==> src/rtl/intan_fifo_drain_if.sv <==
// Bundles the per-channel Intan byte FIFO read ports (fifoi) and the
// framed output data FIFO write port (fifod) between the drain and the
// FIFOs around it.
//   fifoi_rxen  : per-FIFO read enable, one-hot or zero (drain -> FIFOs)
//   fifoi_rxd   : FIFO i byte on [8i+7:8i], valid the cycle after rxen
//   fifoi_empty : per-FIFO empty flag
//   fifod_full  : output FIFO almost-full (at least 2 free slots when high)
//   fifod_txen  : output FIFO write strobe (drain -> fifod)
//   fifod_txd   : output FIFO write data
// master = the drain, slave = the FIFO side.
interface intan_fifo_drain_if #(
  parameter int NUM_DEV = 4
) ();
  logic [2*NUM_DEV-1:0]  fifoi_rxen;
  logic [16*NUM_DEV-1:0] fifoi_rxd;
  logic [2*NUM_DEV-1:0]  fifoi_empty;
  logic                  fifod_full;
  logic                  fifod_txen;
  logic [7:0]            fifod_txd;

  modport master (
    output fifoi_rxen,
    input  fifoi_rxd,
    input  fifoi_empty,
    input  fifod_full,
    output fifod_txen,
    output fifod_txd
  );

  modport slave (
    input  fifoi_rxen,
    output fifoi_rxd,
    output fifoi_empty,
    output fifod_full,
    input  fifod_txen,
    input  fifod_txd
  );
endinterface

==> src/rtl/intan_fifo_drain.sv <==
// Drains the 2*NUM_DEV per-channel Intan byte FIFOs (visited highest index
// first) into one framed byte stream on fifod:
//   0x55 0xAA smpr kind frame_cnt <payload of each present FIFO> checksum
// A FIFO that stays empty for TMO cycles while bytes are still owed is
// padded with 0x00 so the frame length never depends on the capture side.
// Ports:
//   clk, rst  : system clock, synchronous active-high reset
//   fs_fifo   : frame start request (level)
//   fd_fifo   : frame done, held until fs_fifo drops
//   err       : sticky timeout flag, cleared when the next frame starts
//   dev_kind  : 2 bits per device (00 absent, 01/10/11 = 32/64/128 B/FIFO)
//   dev_smpr  : sample-rate code copied into the header
//   bus       : fifoi read ports and fifod write port (master side)
module intan_fifo_drain #(
  parameter int NUM_DEV = 4,
  parameter int TMO     = 1024
) (
  input  logic                 clk,
  input  logic                 rst,
  input  logic                 fs_fifo,
  output logic                 fd_fifo,
  output logic                 err,
  input  logic [2*NUM_DEV-1:0] dev_kind,
  input  logic [7:0]           dev_smpr,
  intan_fifo_drain_if.master   bus
);
  localparam int NF = 2 * NUM_DEV;
  localparam int IW = $clog2(NF);
  localparam int TW = $clog2(TMO + 1);

  typedef enum logic [2:0] {IDLE, HEAD, SEL, READ, TAIL, DONE} state_t;

  state_t          state;
  logic [NF-1:0]   kind_q;
  logic [7:0]      smpr_q;
  logic [7:0]      frame_cnt;
  logic [2:0]      hidx;
  logic [IW:0]     nxt;
  logic [IW-1:0]   cur;
  logic [7:0]      rem;
  logic [TW-1:0]   tmo_cnt;
  logic            flush;
  logic [7:0]      csum;
  logic            txen_q;
  logic            tx_pay;
  logic [7:0]      tx_byte;

  logic [7:0]      rxd_arr [NF];
  logic [7:0]      rxd_sel;
  logic            pay_wr;
  logic [7:0]      csum_next;
  logic            issue;
  logic [NF-1:0]   rxen;
  logic            found;
  logic [IW-1:0]   sel_idx;
  logic [1:0]      sel_kind;
  logic [7:0]      hdr_byte;

  always_comb begin
    for (int i = 0; i < NF; i++) begin
      rxd_arr[i] = bus.fifoi_rxd[8*i +: 8];
    end
  end

  // A payload byte read from FIFO cur appears on fifoi_rxd the cycle after
  // rxen, so the write data is muxed straight from the FIFO in that cycle;
  // the checksum looks ahead through csum_next so TAIL never misses it.
  assign rxd_sel   = rxd_arr[cur];
  assign pay_wr    = txen_q & tx_pay;
  assign csum_next = csum + (pay_wr ? rxd_sel : 8'h00);

  // Read enable is qualified with this cycle's empty/full so a FIFO is never
  // read while empty and back-to-back reads run at one byte per cycle.
  assign issue = (state == READ) && !flush && (rem != 8'd0) &&
                 !bus.fifoi_empty[cur] && !bus.fifod_full;

  always_comb begin
    rxen = '0;
    if (issue) rxen[cur] = 1'b1;
  end

  // Highest-numbered FIFO below nxt whose device is present; FIFO j
  // belongs to the kind field that covers bit pair j/2.
  always_comb begin
    found    = 1'b0;
    sel_idx  = '0;
    sel_kind = 2'b00;
    for (int j = NF - 1; j >= 0; j--) begin
      if (!found && (j < int'(nxt)) && (kind_q[2*(j/2) +: 2] != 2'b00)) begin
        found    = 1'b1;
        sel_idx  = IW'(j);
        sel_kind = kind_q[2*(j/2) +: 2];
      end
    end
  end

  always_comb begin
    case (hidx)
      3'd0:    hdr_byte = 8'h55;
      3'd1:    hdr_byte = 8'hAA;
      3'd2:    hdr_byte = smpr_q;
      3'd3:    hdr_byte = 8'(kind_q);
      default: hdr_byte = frame_cnt;
    endcase
  end

  assign bus.fifoi_rxen = rxen;
  assign bus.fifod_txen = txen_q;
  assign bus.fifod_txd  = tx_pay ? rxd_sel : tx_byte;

  always_ff @(posedge clk) begin
    if (rst) begin
      state     <= IDLE;
      kind_q    <= '0;
      smpr_q    <= 8'h00;
      frame_cnt <= 8'h00;
      hidx      <= 3'd0;
      nxt       <= '0;
      cur       <= '0;
      rem       <= 8'h00;
      tmo_cnt   <= '0;
      flush     <= 1'b0;
      csum      <= 8'h00;
      txen_q    <= 1'b0;
      tx_pay    <= 1'b0;
      tx_byte   <= 8'h00;
      fd_fifo   <= 1'b0;
      err       <= 1'b0;
    end else begin
      txen_q <= 1'b0;
      tx_pay <= 1'b0;
      if (pay_wr) csum <= csum_next;
      case (state)
        IDLE: begin
          if (fs_fifo && !fd_fifo) begin
            err    <= 1'b0;
            kind_q <= dev_kind;
            smpr_q <= dev_smpr;
            csum   <= 8'h00;
            nxt    <= (IW+1)'(NF);
            state  <= HEAD;
            // The constant sync byte goes out on the start edge itself.
            if (!bus.fifod_full) begin
              txen_q  <= 1'b1;
              tx_byte <= 8'h55;
              hidx    <= 3'd1;
            end else begin
              hidx    <= 3'd0;
            end
          end
        end
        HEAD: begin
          if (!bus.fifod_full) begin
            txen_q  <= 1'b1;
            tx_byte <= hdr_byte;
            if (hidx == 3'd4) state <= SEL;
            else              hidx  <= hidx + 3'd1;
          end
        end
        SEL: begin
          if (found) begin
            cur     <= sel_idx;
            nxt     <= (IW+1)'(sel_idx);
            rem     <= 8'd16 << sel_kind;
            tmo_cnt <= '0;
            flush   <= 1'b0;
            state   <= READ;
          end else begin
            state   <= TAIL;
          end
        end
        READ: begin
          if (flush) begin
            if (!bus.fifod_full) begin
              txen_q  <= 1'b1;
              tx_byte <= 8'h00;
              rem     <= rem - 8'd1;
              if (rem == 8'd1) state <= SEL;
            end
          end else if (issue) begin
            txen_q  <= 1'b1;
            tx_pay  <= 1'b1;
            rem     <= rem - 8'd1;
            tmo_cnt <= '0;
            if (rem == 8'd1) state <= SEL;
          end else if (bus.fifoi_empty[cur]) begin
            if (tmo_cnt == TW'(TMO - 1)) begin
              flush <= 1'b1;
              err   <= 1'b1;
            end else begin
              tmo_cnt <= tmo_cnt + TW'(1);
            end
          end
        end
        TAIL: begin
          if (!bus.fifod_full) begin
            txen_q    <= 1'b1;
            tx_byte   <= csum_next;
            frame_cnt <= frame_cnt + 8'd1;
            state     <= DONE;
          end
        end
        DONE: begin
          if (fd_fifo && !fs_fifo) begin
            fd_fifo <= 1'b0;
            state   <= IDLE;
          end else begin
            fd_fifo <= 1'b1;
          end
        end
        default: state <= IDLE;
      endcase
    end
  end
endmodule

==> src/flat_wrapper.sv <==
// flat-port wrapper written by rule: the top's interface ports become plain ports
module intan_fifo_drain_flat 
#(
  parameter int NUM_DEV = 4,
  parameter int TMO     = 1024
)
  (clk, rst, fs_fifo, fd_fifo, err, dev_kind, dev_smpr, bus_fifoi_rxen, bus_fifoi_rxd, bus_fifoi_empty, bus_fifod_full, bus_fifod_txen, bus_fifod_txd);
  intan_fifo_drain_if #(.NUM_DEV(NUM_DEV)) bus_i ();
  input  logic clk;
  input  logic rst;
  input  logic fs_fifo;
  output logic fd_fifo;
  output logic err;
  input  logic [2*NUM_DEV-1:0] dev_kind;
  input  logic [7:0] dev_smpr;
  output wire logic [$bits(bus_i.fifoi_rxen)-1:0] bus_fifoi_rxen;
  input wire logic [$bits(bus_i.fifoi_rxd)-1:0] bus_fifoi_rxd;
  input wire logic [$bits(bus_i.fifoi_empty)-1:0] bus_fifoi_empty;
  input wire logic [$bits(bus_i.fifod_full)-1:0] bus_fifod_full;
  output wire logic [$bits(bus_i.fifod_txen)-1:0] bus_fifod_txen;
  output wire logic [$bits(bus_i.fifod_txd)-1:0] bus_fifod_txd;
  assign bus_fifoi_rxen = bus_i.fifoi_rxen;
  assign bus_i.fifoi_rxd = bus_fifoi_rxd;
  assign bus_i.fifoi_empty = bus_fifoi_empty;
  assign bus_i.fifod_full = bus_fifod_full;
  assign bus_fifod_txen = bus_i.fifod_txen;
  assign bus_fifod_txd = bus_i.fifod_txd;
  intan_fifo_drain #(.NUM_DEV(NUM_DEV), .TMO(TMO)) u_core (.clk(clk), .rst(rst), .fs_fifo(fs_fifo), .fd_fifo(fd_fifo), .err(err), .dev_kind(dev_kind), .dev_smpr(dev_smpr), .bus(bus_i));
endmodule
==> config.mk <==
export PLATFORM = sky130hd
export DESIGN_NAME = intan_fifo_drain_flat
export DESIGN_NICKNAME = d
export VERILOG_FILES = /design/src/rtl/intan_fifo_drain_if.sv /design/src/rtl/intan_fifo_drain.sv /design/src/flat_wrapper.sv
export SDC_FILE = /design/constraint.sdc
export NUM_CORES = 1
export LEC_CHECK = 0
export BUFFER_PORTS_ARGS = -buffer_cell sky130_fd_sc_hd__buf_2
export CAP_MARGIN = 15
export CORE_AREA = 2 2 117 119
export CTS_CLUSTER_SIZE = 10
export DETAILED_ROUTE_END_ITERATION = 16
export DIE_AREA = 0 0 119 121
export SLEW_MARGIN = 20
export SYNTH_ARGS = -nofsm -noshare
export SYNTH_HDL_FRONTEND = slang
export SYNTH_SLANG_ARGS = --single-unit
==> constraint.sdc <==
create_clock -name clk -period 5.8 [get_ports clk]
set_input_delay 0.58 -clock clk [delete_from_list [all_inputs] [get_ports clk]]
set_output_delay 0.58 -clock clk [all_outputs]
set_load 0.01 [all_outputs]
Word-level counts from Yosys, hierarchy flattened
Cells that the tools add are included.
{"block": "word_totals", "reg_bits": 77, "latchBits": 0, "ram_bits": 0, "romBits": 0, "in_bits": 92, "out_inout_bits": 19, "elab_cells": 218, "n_memories": 0}
{"block": "op_classes", "n_addsub": 5, "mul": 0, "div_mod_pow": 0, "n_lt_le_gt_ge": 11, "eq_ne": 29, "shift": 1, "muxes": 93, "n_bitwise": 4, "reduce_logical": 59}
{"op": "$mux W8", "n": 18}
{"op": "$pmux W8 S4", "n": 2}
{"op": "$mux W3", "n": 21}
{"op": "$mux W11", "n": 5}
{"op": "$mux W1", "n": 26}
{"op": "$bmux W8 S3", "n": 1}
{"op": "$logic_and A1 B1 Y1", "n": 22}
{"op": "$pmux W11 S2", "n": 1}
{"op": "$ne A2 B2 Y1 const B", "n": 9}
{"op": "$pmux W3 S6", "n": 1}
{"op": "$lt A3 B4 Y1 const A", "n": 4}
{"op": "$mux W2", "n": 8}
{"op": "$pmux W8 S2", "n": 1}
{"op": "$reduce_bool A2 Y1", "n": 8}
{"op": "$reduce_and A7 Y1", "n": 2}
{"op": "$eq A3 B2 Y1 const B", "n": 4}
{"op": "$logic_not A1 Y1", "n": 12}
{"op": "$add A11 B1 Y11 const B", "n": 1}
{"op": "$eq A11 B10 Y1 const B", "n": 1}
{"op": "$ne A2 B1 Y1 const B", "n": 5}
{"op": "$eq A3 B3 Y1 const B", "n": 3}
{"op": "$add A8 B1 Y8 const B", "n": 1}
{"op": "$add A8 B8 Y8", "n": 1}
{"op": "$eq A8 B1 Y1 const B", "n": 1}
{"op": "32 further kinds", "n": 44}

Longest topological paths before layout
{"block": "logic_depth", "ltp_word": 34, "mapped_depth": 14, "ltp_nobuf": 13}

Worst setup path after synthesis
No wires, ideal clock.
{"block": "synth_timing", "kind": "register to register", "start": "register u_core.cur[0]", "end": "register u_core.tx_byte[7]", "setup_time_ns": 0.127, "arrival_time_ns": 3.351, "required_time_ns": 5.673, "path_slack_ns": 2.322, "path_stages_with_launch": 13, "path_buffers": 2, "period_less_slack_ns": 3.478, "path_cell_list": "dfxtp_1 > buf_4 > buf_2 > mux4_2 > mux2i_1 > nor2_1 > ha_1 > a21o_1 > a211o_1 > a2111oi_0 > nor2_1 > and4_1 > or3_1"}
{"block": "synth_between", "elab_chain_len": 8}
{"element": "start: declaration", "line_no": "intan_fifo_drain.sv:39", "source": "logic [IW-1:0] cur;"}
{"element": "start signal: assignment", "line_no": "intan_fifo_drain.sv:162", "source": "cur <= sel_idx;"}
{"element": "$not A3 Y4 (implied by the code)", "line_no": "intan_fifo_drain.sv:68", "source": "assign rxd_sel = rxd_arr[cur];"}
{"element": "$bmux W8 S3", "line_no": "intan_fifo_drain.sv:68"}
{"element": "$mux W8 (implied by the code) (2 in a row)", "line_no": "intan_fifo_drain.sv:68"}
{"element": "$mux W8", "line_no": "intan_fifo_drain.sv:70", "source": "assign csum_next = csum + (pay_wr ? rxd_sel : 8'h00);"}
{"element": "$add A8 B8 Y8", "line_no": "intan_fifo_drain.sv:70"}
{"element": "$mux W8", "line_no": "intan_fifo_drain.sv:196", "source": "if (!bus.fifod_full) begin"}
{"element": "$pmux W8 S4", "line_no": "intan_fifo_drain.sv:133", "source": "case (state)"}
{"element": "end signal: assignment", "line_no": "intan_fifo_drain.sv:155", "source": "tx_byte <= hdr_byte;"}
{"element": "end signal: assignment", "line_no": "intan_fifo_drain.sv:198", "source": "tx_byte <= csum_next;"}
{"element": "end: declaration", "line_no": "intan_fifo_drain.sv:46", "source": "logic [7:0] tx_byte;"}
Every way passes these cells. The select of a mux whose other input is x is not followed.
A chain may end at the register's enable or synchronous reset.

Worst setup path in the final report
{"block": "layout_timing", "start": "register u_core.cur[2]", "end": "register u_core.tx_byte[7]"}
Same word-level chain as after synthesis.

==> results.env <==
OUTCOME='finished, final reports clean'
POST_CTS_SETUP_INSERTS=0
WIRE_LENGTH_PER_CELL_AFTER_DETAILED_ROUTING_UM=17.0
NUM-FILL-CELLS=1326
FLOORPLAN.CORE_AREA_MM2=0.0131
TIMING.SETUP.CRITICAL_PATH_CLASS='flip-flop to flip-flop'
CTS-RESIZED-GATES=0
PLACE_INST=883
CRIT_PATH_START='u_core.cur[2]'
GRT_FIRST_PASS_WIRELENGTH_UM=24800
HOLD_PATH_STARTPOINT='u_core.smpr_q[6]'
CTS_HOLD_BUFFERS=0
GRT_SETUP_UNREPAIRED='no'
DETAILEDPLACEMENTHPWL_UM=11600
MULTI_INPUT_AREA_MM2=0.00335
FINAL_HOLD_VIOL_COUNT=0
DIE_AREA_MM2=0.0144
WORST_SLEW_PIN_SLEW_NS=1.03
DR_TOTAL_VIAS=5136
FLOORPLAN.DIE.HEIGHT_UM=121
DIE_X_UM=119
CLOCK_INSERTION_DELAY_AT_THE_LATER_PIN_OF_THE_SKEW_REPORT_NS=0.34
FINAL_CELLS=899
NUM-NETS-FINAL=827
CRITICAL_PATH_ARRIVAL_NS=3.97
GLOBALROUTETOTALUTIL_PCT=21.6
PRE_CTS_WS_NS=2.11
REPORT.FINAL.SLEW_VIOL_COUNT=0
REMAINING_DRC_ERRORS=0
POWER.DENSITY_mW_PER_MM2=319
WORSTREG2REGSTART='u_core.cur[2]'
INITIAL_UTILIZATION_PCT=39.1
SYNTH-EDFF-COUNT=0
SYNTH.YOSYS.WARNINGS=0
WORST-ENDPOINT-REQUIRED_NS=6.02
WHS_PATH_DEPTH=2
AREA.GROWTH.SYNTH_TO_FINAL_PCT=18.4
FINALSETUPTNS_NS=0
MAX_CLOCK_FREQ_MHz=267
FF2FF_SETUP_SLACK_NS=2.05
DR.FIRST_ITER.DRC_COUNT=419
ROWS=42
IO_BUFFER_COUNT=110
SYNTH.FF_LATCH_COUNT=77
GRT_ANTENNA_BEFORE_REPAIR=0
CTS.CLK_SLEW.WORST_PATHS_NS=0.06
FINAL_PERIOD_MINUS_WORST_SETUP_SLACK_NS=3.75
REGAREA_MM2=0.00154
DETAIL_ROUTE.FIRST_PASS.ITERATIONS=5
GRT_REMAINING_OVERFLOW=0
FF2FF_PATH_DEPTH=10
SYNTH.DISTINCT_CELLS=81
NUMCTSBUFFERS=9
CRITICAL_PATH.MAX_FANOUT=26
CTS_NUM_SINKS=77
FINALWEIGHTEDCONGESTION=0.990
AVGVIACOUNTPERCELL=5.71
SYN_AREA_PER_CELL_UM2=8.10
CTS-ROOT-BUF='clkbuf_16'
REPORT.FINAL.SETUP_VIOL=0
ANTENNA_VIOLATING_NETS_POST_ROUTE=0
SYNTH_NETS=741
NETLIST_INSTANCES=632
WORSTSETUPSTARTPOINTTYPE='flip-flop'
NETLIST_AREA_MM2=0.00512
CTSHTREEMAXLEVEL=3
TIMING.CRITICAL_PATH.TO_TYPE='flip-flop'
MIN-DELAY-PATH-CLASS='flip-flop to flip-flop'
ENDPOINT_OF_THE_WORST_HOLD_PATH='u_core.smpr_q[6]'
CLOCK_SKEW_NS=0.0111
IO_PINS=111
SYNTH_FLOP_CELL='dfxtp_1'
TRITONCTS_CLOCK_TREE='done'
PIN_COUNT_OF_THE_BIGGEST_NET_ENTERING_GLOBAL_ROUTING=53
ASYNCSETRESETFLOPFRACSYNTH_PCT=0
WORSTREG2REGEND='u_core.tx_byte[7]'
CTS.PATH.MAX_BUFFERS=2
LEAKAGE_uW=0.00233
YS_SEQ_AREA_SHARE_PCT=30.1
MAX-SLEW-MARGIN-REL_PCT=31.0
NUM_ANTENNA_CELLS=0
IRDROPWORSTVDD_V=0.000195
LAYOUT_CELLS_SIZED_ABOVE_1_PCT=23.0
ROUTED_WIRELENGTH_UM=15300
POST-ROUTE-WORST-SETUP-SLACK_NS=2.05
FIRST_GLOBAL_VIAS=4923
MAX_CAP_VIOLATIONS=0
POST-ROUTE-PERIOD-UTIL_PCT=64.6
[power breakdown]
| group | internal [uW] | switching (uW) | total [uW] |
|---|---|---|---|
| logic | 255 | 397 | 652 |
| registers | 590 | 91.2 | 681 |
| clock network | 379 | 224 | 602 |
| total | 1220 | 712 | 1940 |
[worst max-delay path by stage]
| stage | end | cells after the start | slack [ns] |
|---|---|---|---|
| 2_1_floorplan | u_core.tx_byte[7] | 12 | 2.32 |
| 3_3_place_gp | u_core.tx_byte[7] | 10 | 2.23 |
| 3_5_place_dp | u_core.tx_byte[7] | 10 | 2.11 |
| 4_1_cts | bus_fifoi_rxen[2] | 6 | 1.88 |
| 5_1_grt | u_core.tx_byte[7] | 10 | 1.86 |
| 6_report | u_core.tx_byte[7] | 10 | 2.05 |
[layout make-up]
cell class / instances / area share [%]
Clock buffer: 11 / 3.84
Clock inverter: 5 / 1.40
Inverter: 16 / 0.991
Multi-Input combinational cell: 501 / 55.2
Sequential cell: 77 / 25.5
Tap cell: 176 / 3.63
Timing Repair Buffer: 113 / 9.46
[kinds of logic after synthesis]
group                      Yosys count  synth area share, %
and+or+nand+nor                    260                 24.0
muxes                               30                 9.85
AOI/OAI and AO/OA                  176                 23.9
xor gates and xnor gates            18                 3.08
buffers and inverters               54                 4.79
DFF                                 77                 30.1
adders and majority gates           17                 4.30
[metrics by stage]
stage / hold slack [ns] / total power (uW) / utilization (%) / area, um^2
finish: 0.453 / 1940 / 46.3 / 6060
global route: 0.472 / 2070 / 46.3 / 6060
CTS: 0.459 / 1940 / 46.2 / 6050
detailed placement: 0.451 / 1330 / 43.8 / 5730
global placement: 0.448 / 1320 / 43.8 / 5730
floorplan: 0.436 / 1150 / - / 5120
[cells in the mapped netlist, types with 11 or more instances]
master     n  share of area, %
nand2_1   90               6.6
nor2_1    78               5.7
dfxtp_1   77                30
a21oi_1   62               6.1
clkbuf_1  24               1.8
nor3_1    20               2.0
o21ai_0   19               1.9
a31oi_1   17               2.1
ha_1      16               3.9
mux4_2    16               7.0
inv_1     15               1.1
mux2i_1   11               2.2
[per-layer routing]
metal  global-route usage [%]  vias up  routed length [um]
li1                         -     2501                   -
met1                     27.9     2473                6720
met2                     36.2      141                7570
met3                     4.61       21                 733
met4                     6.32        0                 257
met5                        0        -                   0
[sequential cells by signal, summed over array words and instances (netlist names), 4 cells and up]
signal	flops
u_core.csum	8
u_core.frame_cnt	8
u_core.kind_q	8
u_core.nxt	4
u_core.rem	8
u_core.smpr_q	8
u_core.tmo_cnt	11
u_core.tx_byte	8
[placed cells by master, fill, tap and decap left out, types with 15 or more instances in the layout]
master	count
dfxtp_1	76
mux4_2	16
inv_1	15
nor3_1	19
nand2_1	90
buf_2	110
ha_1	16
a21oi_1	62
nor2_1	78
o21ai_0	19
a31oi_1	17
[worst max-delay path, cell delays in order, from the launching register on]
cell       delay (ns)
dfxtp_1          1.00
mux4_2           0.41
mux2i_1          0.21
nor2_1           0.10
ha_1             0.29
a21o_1           0.19
a211o_1          0.31
a2111oi_0        0.42
nor2_1           0.17
and4_1           0.23
or3_1            0.29
Power figures use the tool's default switching activity.
